--- config.mk ---
export PLATFORM = sky130hd
export DESIGN_NAME = alu_op_sequencer
export DESIGN_NICKNAME = d
export VERILOG_FILES = /design/src/rtl/alu_seq_pkg.sv /design/src/rtl/alu_op_sequencer_adder8.sv /design/src/rtl/alu_op_sequencer.sv
export SDC_FILE = /design/constraint.sdc
export NUM_CORES = 1
export LEC_CHECK = 0
export ABC_AREA = 1
export BUFFER_PORTS_ARGS = -buffer_cell sky130_fd_sc_hd__buf_4
export CORE_MARGIN = 1
export CORE_UTILIZATION = 24
export DETAILED_ROUTE_END_ITERATION = 8
export GPL_TIMING_DRIVEN = 0
export PLACE_DENSITY = 0.37
export SYNTH_ARGS = -nofsm -noshare
export SYNTH_HDL_FRONTEND = slang
export SYNTH_SLANG_ARGS = --single-unit
export TNS_END_PERCENT = 20
--- constraint.sdc ---
create_clock -name clk -period 9.09 [get_ports clk]
set_clock_uncertainty 0.2 [all_clocks]
set_input_delay 0 -clock clk [delete_from_list [all_inputs] [get_ports clk]]
set_output_delay 0 -clock clk [all_outputs]
set_load 0.05 [all_outputs]
--- src/rtl/alu_seq_pkg.sv ---
// Shared constants for the ALU op sequencer: datapath width, opcodes,
// FSM state encoding and multiply iteration count.
package alu_seq_pkg;

    localparam int WIDTH     = 8;
    localparam int MUL_ITERS = 8;
    localparam int CNT_W     = $clog2(MUL_ITERS);

    localparam logic [3:0] OP_ADD = 4'b0000;
    localparam logic [3:0] OP_SUB = 4'b0001;
    localparam logic [3:0] OP_AND = 4'b0010;
    localparam logic [3:0] OP_OR  = 4'b0011;
    localparam logic [3:0] OP_XOR = 4'b0100;
    localparam logic [3:0] OP_NEG = 4'b1100;
    localparam logic [3:0] OP_MUL = 4'b1000;

    typedef enum logic [1:0] {
        ST_IDLE = 2'd0,
        ST_EXEC = 2'd1,
        ST_MUL  = 2'd2,
        ST_RESP = 2'd3
    } state_t;

endpackage

--- src/rtl/alu_op_sequencer_adder8.sv ---
// 8-bit ripple-carry adder built from a chain of full-adder cells.
module adder8
    import alu_seq_pkg::*;
(
    input  logic [WIDTH-1:0] a,
    input  logic [WIDTH-1:0] b,
    input  logic             cin,
    output logic [WIDTH-1:0] sum,
    output logic             cout
);

    logic [WIDTH:0] carry;

    assign carry[0] = cin;

    for (genvar i = 0; i < WIDTH; i++) begin : g_fa
        assign sum[i]     = a[i] ^ b[i] ^ carry[i];
        assign carry[i+1] = (a[i] & b[i]) | (carry[i] & (a[i] ^ b[i]));
    end

    assign cout = carry[WIDTH];

endmodule

--- src/rtl/alu_op_sequencer.sv ---
// Command/response ALU sequencer: single-cycle ops plus an 8-step
// shift-and-add multiplier, all sharing one ripple adder.
module alu_op_sequencer
    import alu_seq_pkg::*;
(
    input  logic       clk,
    input  logic       reset,
    input  logic       cmd_valid,
    output logic       cmd_ready,
    input  logic [3:0] cmd_op,
    input  logic [7:0] cmd_a,
    input  logic [7:0] cmd_b,
    output logic       rsp_valid,
    input  logic       rsp_ready,
    output logic [7:0] rsp_y,
    output logic       rsp_carry,
    output logic       rsp_zero,
    output logic       rsp_err,
    output logic       busy
);

    state_t state_q, state_d;

    logic [3:0]       op_q, op_d;
    logic [WIDTH-1:0] a_q, a_d;        // operand A, doubles as shifting multiplicand
    logic [WIDTH-1:0] b_q, b_d;        // operand B, doubles as shifting multiplier
    logic [WIDTH-1:0] acc_q, acc_d;
    logic [CNT_W-1:0] cnt_q, cnt_d;
    logic             ovf_q, ovf_d;
    logic             shout_q, shout_d;

    logic [WIDTH-1:0] rsp_y_q, rsp_y_d;
    logic             rsp_carry_q, rsp_carry_d;
    logic             rsp_zero_q, rsp_zero_d;
    logic             rsp_err_q, rsp_err_d;
    logic             rsp_valid_q, rsp_valid_d;

    logic [WIDTH-1:0] add_x, add_y, add_sum;
    logic             add_cin, add_cout;
    logic             accept;
    logic             last_iter;

    assign accept    = cmd_valid && cmd_ready;
    assign last_iter = (cnt_q == CNT_W'(MUL_ITERS - 1));

    adder8 u_adder (
        .a    (add_x),
        .b    (add_y),
        .cin  (add_cin),
        .sum  (add_sum),
        .cout (add_cout)
    );

    // NOTE: async reset lives in the sensitivity list; every state flop,
    // including the datapath registers, is cleared so reset aborts cleanly.
    always_ff @(posedge clk or posedge reset) begin
        if (reset) begin
            state_q <= ST_IDLE;
        end else begin
            // NOTE: sequential state always uses non-blocking assignment so all
            // flops sample pre-edge values regardless of statement order.
            state_q <= state_d;
        end
    end

    always_comb begin
        // NOTE: default first so every path assigns state_d and no latch is inferred.
        state_d = state_q;
        unique case (state_q)
            ST_IDLE: if (accept) state_d = (cmd_op == OP_MUL) ? ST_MUL : ST_EXEC;
            ST_EXEC: state_d = ST_RESP;
            ST_MUL:  if (last_iter) state_d = ST_RESP;
            ST_RESP: if (rsp_ready) state_d = ST_IDLE;
            default: state_d = ST_IDLE;
        endcase
    end

    always_comb begin
        cmd_ready = (state_q == ST_IDLE) && !reset;
        busy      = (state_q != ST_IDLE);
    end

    always_comb begin
        add_x   = '0;
        add_y   = '0;
        add_cin = 1'b0;
        if (state_q == ST_MUL) begin
            add_x = acc_q;
            add_y = a_q;
        end else if (state_q == ST_EXEC) begin
            unique case (op_q)
                OP_ADD: begin add_x = a_q;  add_y = b_q;  end
                OP_SUB: begin add_x = a_q;  add_y = ~b_q; add_cin = 1'b1; end
                OP_NEG: begin add_x = ~a_q; add_cin = 1'b1; end
                default: ;
            endcase
        end
    end

    always_comb begin
        op_d        = op_q;
        a_d         = a_q;
        b_d         = b_q;
        acc_d       = acc_q;
        cnt_d       = cnt_q;
        ovf_d       = ovf_q;
        shout_d     = shout_q;
        rsp_y_d     = rsp_y_q;
        rsp_carry_d = rsp_carry_q;
        rsp_zero_d  = rsp_zero_q;
        rsp_err_d   = rsp_err_q;
        rsp_valid_d = rsp_valid_q;

        unique case (state_q)
            ST_IDLE: begin
                if (accept) begin
                    op_d = cmd_op;
                    a_d  = cmd_a;
                    b_d  = cmd_b;
                    if (cmd_op == OP_MUL) begin
                        acc_d   = '0;
                        cnt_d   = '0;
                        ovf_d   = 1'b0;
                        shout_d = 1'b0;
                    end
                end
            end
            ST_EXEC: begin
                rsp_err_d   = 1'b0;
                rsp_carry_d = 1'b0;
                unique case (op_q)
                    OP_ADD, OP_SUB, OP_NEG: begin
                        rsp_y_d     = add_sum;
                        rsp_carry_d = add_cout;
                    end
                    OP_AND: rsp_y_d = a_q & b_q;
                    OP_OR:  rsp_y_d = a_q | b_q;
                    OP_XOR: rsp_y_d = a_q ^ b_q;
                    default: begin
                        rsp_y_d   = '0;
                        rsp_err_d = 1'b1;
                    end
                endcase
                rsp_zero_d  = (rsp_y_d == '0);
                rsp_valid_d = 1'b1;
            end
            ST_MUL: begin
                // Truncated sum is only wrong if it carried or if a bit already
                // left the top of the multiplicand is part of this addend.
                if (b_q[0]) begin
                    acc_d = add_sum;
                    ovf_d = ovf_q | add_cout | shout_q;
                end
                shout_d = shout_q | a_q[WIDTH-1];
                a_d     = a_q << 1;
                b_d     = b_q >> 1;
                cnt_d   = cnt_q + 1'b1;
                if (last_iter) begin
                    rsp_y_d     = acc_d;
                    rsp_carry_d = ovf_d;
                    rsp_zero_d  = (acc_d == '0);
                    rsp_err_d   = 1'b0;
                    rsp_valid_d = 1'b1;
                end
            end
            ST_RESP: if (rsp_ready) rsp_valid_d = 1'b0;
            default: ;
        endcase
    end

    always_ff @(posedge clk or posedge reset) begin
        if (reset) begin
            op_q        <= '0;
            a_q         <= '0;
            b_q         <= '0;
            acc_q       <= '0;
            cnt_q       <= '0;
            ovf_q       <= 1'b0;
            shout_q     <= 1'b0;
            rsp_y_q     <= '0;
            rsp_carry_q <= 1'b0;
            rsp_zero_q  <= 1'b0;
            rsp_err_q   <= 1'b0;
            rsp_valid_q <= 1'b0;
        end else begin
            op_q        <= op_d;
            a_q         <= a_d;
            b_q         <= b_d;
            acc_q       <= acc_d;
            cnt_q       <= cnt_d;
            ovf_q       <= ovf_d;
            shout_q     <= shout_d;
            rsp_y_q     <= rsp_y_d;
            rsp_carry_q <= rsp_carry_d;
            rsp_zero_q  <= rsp_zero_d;
            rsp_err_q   <= rsp_err_d;
            rsp_valid_q <= rsp_valid_d;
        end
    end

    assign rsp_y     = rsp_y_q;
    assign rsp_carry = rsp_carry_q;
    assign rsp_zero  = rsp_zero_q;
    assign rsp_err   = rsp_err_q;
    assign rsp_valid = rsp_valid_q;

endmodule

After elaboration in Yosys (flattened, before gate mapping):

Index checks and enable logic that the tools add are counted.

* bitwise operators: 48
* multiplexer cells: 46
* reductions and logical operators: 21
* eq/ne operators: 14
* add/sub/neg operators: 1

Operators by type and width (number)
* $mux 8: 12
* $pmux 8 s2: 6
* $pmux 8 s4: 1
* $and 1x1->1: 16
* $logic_not 8->1: 2
* $not 8->8: 2
* $xor 1x1->1: 16
* $mux 1: 13
* $or 1x1->1: 11
* $pmux 1 s2: 5
* $reduce_and 3->1: 3
* $and 8x8->8: 1
* $eq 4x2->1 const B: 2
* $eq 4x4->1 const B: 2
* $mux 2: 4
* $or 8x8->8: 1
* $pmux 2 s4: 1
* $xor 8x8->8: 1
* $mux 3: 2
* $ne 2x2->1 const B: 3
* $pmux 3 s2: 1
* $reduce_and 2->1: 3
* $reduce_bool 2->1: 3
* $reduce_or 6->1: 1
* other kinds (15): 18

* logic and storage cells: 143
* register bits: 47
* bits of input ports: 24

Depth between registers and ports, before layout:

* word-level depth: 27
* mapped depth: 25

By module:

A second synthesis with hierarchy kept.

* cells, all modules: 449
* area, all modules: 3387.0 um^2

Modules (own cells, without submodules)
* alu_op_sequencer: cells an instance 431, area each 3189.3 um^2, instances 1
* adder8: cells an instance 18, area each 197.7 um^2, instances 1

Worst setup path after synthesis:

OpenSTA, ideal clock, no wires.

* path kind: flip-flop to flip-flop
* start point: reg state_q[0]
* end point: reg rsp_zero_q, in the netlist rsp_zero
* path buffers: 3
* required time: 8.769 ns
* stages on the path, launching flop included: 25
* arrival: 4.846 ns
* setup slack: 3.923 ns
* cells stage by stage: dfrtp_1 -> inv_1 -> ha_1 -> inv_1 -> buf_2 -> buf_2 -> buf_2 -> a21oi_1 -> fa_1 -> fa_1 -> fa_1 -> fa_1 -> fa_1 -> inv_1 -> fa_1 -> inv_1 -> fa_1 -> fa_1 -> inv_1 -> nand2_1 -> o21ai_0 -> nand4_1 -> nor2_1 -> nor2_1 -> a21oi_2

* cells in the longest elaborated chain, start to end: 24
* elaborated cells between the ends (all ways): 56
* those cells by class: eq/ne (3); mux (12); bitwise (37); reduce/logical (4)

RTL lines
* start, declared: RTL line alu_op_sequencer.sv:22 `state_t state_q, state_d;`
* start signal, assigned: RTL line alu_op_sequencer.sv:62 `state_q <= state_d;`
* $eq 2x1->1: RTL line alu_op_sequencer.sv:90, alu_op_sequencer.sv:114
* $mux 8: RTL line alu_op_sequencer.sv:90 `end else if (state_q == ST_EXEC) begin`
* $mux 8: RTL line alu_op_sequencer.sv:87 `if (state_q == ST_MUL) begin`
* $xor 1x1->1: RTL line alu_op_sequencer_adder8.sv:17, alu_op_sequencer_adder8.sv:18
* $and 1x1->1: RTL line alu_op_sequencer_adder8.sv:18 `assign carry[i+1] = (a[i] & b[i]) | (carry[i] & (a[i] ^ b[i]));`
* $or 1x1->1: RTL line alu_op_sequencer_adder8.sv:18
* $and 1x1->1: RTL line alu_op_sequencer_adder8.sv:18
* $or 1x1->1: RTL line alu_op_sequencer_adder8.sv:18
* [8 not listed]
* $and 1x1->1: RTL line alu_op_sequencer_adder8.sv:18
* $or 1x1->1: RTL line alu_op_sequencer_adder8.sv:18
* $xor 1x1->1: RTL line alu_op_sequencer_adder8.sv:17 `assign sum[i] = a[i] ^ b[i] ^ carry[i];`
* $mux 8: RTL line alu_op_sequencer.sv:150 `if (b_q[0]) begin`
* $mux 8: RTL line alu_op_sequencer.sv:114 `unique case (state_q)`
* $logic_not 8->1: RTL line alu_op_sequencer.sv:161 `rsp_zero_d = (acc_d == '0);`
* $mux 1: RTL line alu_op_sequencer.sv:158 `if (last_iter) begin`
* $pmux 1 s2: RTL line alu_op_sequencer.sv:114
* end signal, assigned: RTL line alu_op_sequencer.sv:195 `rsp_zero_q <= rsp_zero_d;`
* end, declared: RTL line alu_op_sequencer.sv:34 `logic rsp_zero_q, rsp_zero_d;`

Several ways; a longest one is shown, not always the timed one. The select of a mux whose other input is x is not followed.
A chain may end at the register's enable or synchronous reset.

Final worst setup path:

* start point: reg state_q[0]
* end point: reg rsp_y_q[7], in the netlist rsp_y[7]

* cells in the longest elaborated chain, start to end: 23
* elaborated cells between the ends (all ways): 47
* those cells by class: eq/ne (3); mux (12); bitwise (30); reduce/logical (2)

RTL lines
* $eq 2x1->1: RTL line alu_op_sequencer.sv:90, alu_op_sequencer.sv:114
* $mux 8: RTL line alu_op_sequencer.sv:90
* $mux 8: RTL line alu_op_sequencer.sv:87
* $xor 1x1->1: RTL line alu_op_sequencer_adder8.sv:18
* $and 1x1->1: RTL line alu_op_sequencer_adder8.sv:18
* $or 1x1->1: RTL line alu_op_sequencer_adder8.sv:18
* $and 1x1->1: RTL line alu_op_sequencer_adder8.sv:18
* $or 1x1->1: RTL line alu_op_sequencer_adder8.sv:18
* [7 not listed]
* $or 1x1->1: RTL line alu_op_sequencer_adder8.sv:18
* $and 1x1->1: RTL line alu_op_sequencer_adder8.sv:18
* $or 1x1->1: RTL line alu_op_sequencer_adder8.sv:18
* $xor 1x1->1: RTL line alu_op_sequencer_adder8.sv:17
* $mux 8: RTL line alu_op_sequencer.sv:150
* $mux 8: RTL line alu_op_sequencer.sv:114
* $mux 8: RTL line alu_op_sequencer.sv:158
* $pmux 8 s2: RTL line alu_op_sequencer.sv:114
* end signal, assigned: RTL line alu_op_sequencer.sv:193 `rsp_y_q <= rsp_y_d;`
* end, declared: RTL line alu_op_sequencer.sv:32 `logic [WIDTH-1:0] rsp_y_q, rsp_y_d;`

Several ways; a longest one is shown, not always the timed one. The select of a mux whose other input is x is not followed.

==> key figures <==
Power and ir drop
  – Maximum VDD drop: 0.124 mV
  – Pwr/cell area: 403 mW/mm²
  – LEAKAGE: 2.15 nW
  – Overall Power: 1.78 mW

Place
  – Routability-driven placement congestion ratio: 0.802
  – DP HPWL: 8930 µm
  – Post-Place Setup Slack: 3.10 ns
  – I/O Buffers: 37

Route
  – Routed wire per std cell: 16.3 µm
  – Detailed Routing Iterations Pass 1: 5
  – DRC Markers: 0
  – Routed via count: 3297
  – DR vias/cell: 4.60
  – First DRT Iteration DRCs: 137
  – Final ANT Viol Nets: 0
  – DRT Wirelength: 11700 µm

Global route
  – Initial antenna violation count: 0
  – Total GRT Usage: 0.170
  – First-pass GRT wire length: 18500 µm
  – Grt ovf: 0
  – Pin count of the biggest net entering global routing: 27
  – Vias in the first global route: 3355

Logic synthesis
  – Unique masters post-synth: 28
  – Synthesized cell area: 0.00345 mm²
  – Mean area per synthesized cell: 7.43 µm²
  – Yosys reg bits: 47
  – Post-Syn Instances: 465
  – Syn_nets: 519
  – Register area share after synthesis: 0.340
  – YS warnings: 0

Worst setup path
  – CP dominant cell by count: fa_1
  – Slowest stage cell, crit path: fa_1
  – Crit-path max FO: 10
  – CP arrival: 5.96 ns
  – Max stage delay on crit path: 0.43 ns
  – Launching element type of the critical path: flip-flop
  – Crit Path Category: reg -> reg
  – Crit end category: flip-flop
  – CP Cell Sequence: inv_1, ha_1, inv_1, buf_2, buf_2, buf_2, a21oi_1, fa_1, fa_1, fa_1, fa_1, fa_1, inv_1, fa_1, inv_1, fa_1, fa_1, inv_1, nand2_1, o21ai_0, nor2_1, o21ai_0, nand2_1
  – Req. time, crit path: 9.08 ns

CTS
  – CTS root buf: clkbuf_16
  – CTS Sinks: 47
  – Clk pin slew, worst setup/hold paths: 0.07 ns
  – CTS tree: yes
  – CTS Buffer Depth: 2
  – Number of CTS-inserted buffers: 5
  – CTS Hold Bufs: 26
  – CTS resizes: 0
  – H-tree depth: 2
  – Clk_lat worst skew: 0.31 ns
  – Postcts setup bufs: 0

Floorplanning
  – Die width: 122 µm
  – Row Count: 43
  – Total Die Area: 0.0149 mm²
  – IO Count: 38
  – Starting Density: 0.248
  – Core Area: 0.0139 mm²
  – DIE HEIGHT: 122 µm

STA
  – Period utilization: 0.657
  – Number of setup violations in the final report: 0
  – Tightest Pin Transition: 0.633 ns
  – Fmax: 167 MHz
  – Setup_tns: 0 ns
  – Minimum clock period: 5.97 ns
  – Hold Violations, Final: 0
  – Final slew viol count: 0
  – Headroom to the max-slew limit: 0.576
  – Unrepaired setup endpoints after global routing: false
  – Fin Hold WS: 0.152 ns
  – PnR worst setup slack: 3.12 ns

Layout
  – Antenna Cells: 0
  – Most frequent cells in the layout: 104 x nand2_1, 56 x o21ai_0, 52 x inv_1
  – P&R area growth vs syn: 27.8%
  – Share of layout cells above drive strength 1: 0.149
  – Nets: 590
  – Most common cell after layout, fill and taps aside: nand2_1
  – Filler cell count: 1508

Outcome
  – Status: completed

Flow run
  – Max-cap violations: 0

Hold path
  – Min-Delay Path Class: in -> async
[cells by family after synthesis]
family | count (synthesis) | synth area share
adders and majority gates | 30 | 0.126
AOI/OAI and AO/OA | 99 | 0.161
DFF | 47 | 0.340
buffers and inverters | 75 | 0.0945
and+or+nand+nor | 214 | 0.278
[flip-flops by register name, summed over array words and instances, names as in the netlist]
signal	cells
a_q	8
b_q	8
shout_q	1
rsp_err	1
acc_q	8
op_q	4
ovf_q	1
rsp_y	8
rsp_zero	1
state_q	2
rsp_valid	1
cnt_q	3
rsp_carry	1
[routing by layer]
layer  global-route usage  share of wire  routed length, µm  up-vias
li1                     -              -                  -     1650
met2                0.280           0.48               5630       44
met1                0.223           0.48               5540     1594
met3               0.0304          0.026                306        9
met4               0.0556          0.015                180        0
met5                    0              0                  0        -
[synth_stat cells]
cell type  count  area, µm²
nand4_1        2       12.5
inv_2          3       11.3
nor3_2         2       20.0
nand2_4        3       33.8
a21boi_0       3       22.5
o21ai_1        1       5.00
a21oi_2        3       26.3
nor3_1         1       5.00
ha_1          22        275
nand2_1      104        390
a31oi_1        5       31.3
nand3b_1       4       30.0
a21oi_1       17       85.1
nand2_2        3       18.8
o21ai_0       56        280
o211ai_1      13       97.6
inv_1         53        199
buf_2          6       30.0
o31ai_1        1       7.51
buf_6          5       56.3
nor2_2         5       31.3
nor2_4         2       22.5
nand3_1       39        195
nor4_4         1       21.3
nor2_1        48        180
dfrtp_1       47       1180
clkbuf_1       8       30.0
fa_1           8        160
[power breakdown]
group	internal [mW]	total, mW	leakage [nW]	switching (mW)
registers	0.309	0.387	0.591	0.0785
logic	0.375	1.16	1.48	0.786
clock network	0.139	0.229	0.0875	0.0907
[critical path: cells and delay by family, from the launching register on]
family / cells / cell delay (ns)
flops: 1 / 0.40
compound gates: 3 / 0.52
fa+ha+maj: 9 / 3.21
buf+inv: 8 / 1.30
simple gates: 3 / 0.22
[stage by stage]
step / cell area (µm²) / instances / utilization
global placement: 3960 / 682 / 0.284
floorplan: 3450 / 465 / -
finish: 4420 / 717 / 0.317
detailed placement: 3980 / 683 / 0.285
global route: 4420 / 717 / 0.317
CTS: 4420 / 717 / 0.317
[path summary, 6_finish.rpt]
check / startpoint / endpoint / cells after the start / slack [ns]
hold / removal: reset / state_q[1] / 3 / 0.15
min in group clk: cmd_b[5] / b_q[5] / 4 / 0.28
max in group asynchronous: reset / a_q[2] / 4 / 7.98
hold reg to reg: rsp_err / rsp_err / 2 / 0.28
setup reg to reg: state_q[0] / rsp_y[7] / 23 / 3.12
setup / recovery: state_q[0] / rsp_y[7] / 23 / 3.12
[cell type report]
cell class | instances | area [µm²] | area share
Multi-Input combinational cell | 343 | 1950 | 0.442
Sequential cell | 47 | 1180 | 0.266
Timing Repair Buffer | 64 | 558 | 0.126
Tap cell | 180 | 225 | 0.0510
Inverter | 56 | 210 | 0.0476
Clock buffer | 6 | 139 | 0.0315
Buffer | 19 | 116 | 0.0264
Clock inverter | 2 | 38.8 | 0.00878
(Power assumes the default switching activity.)
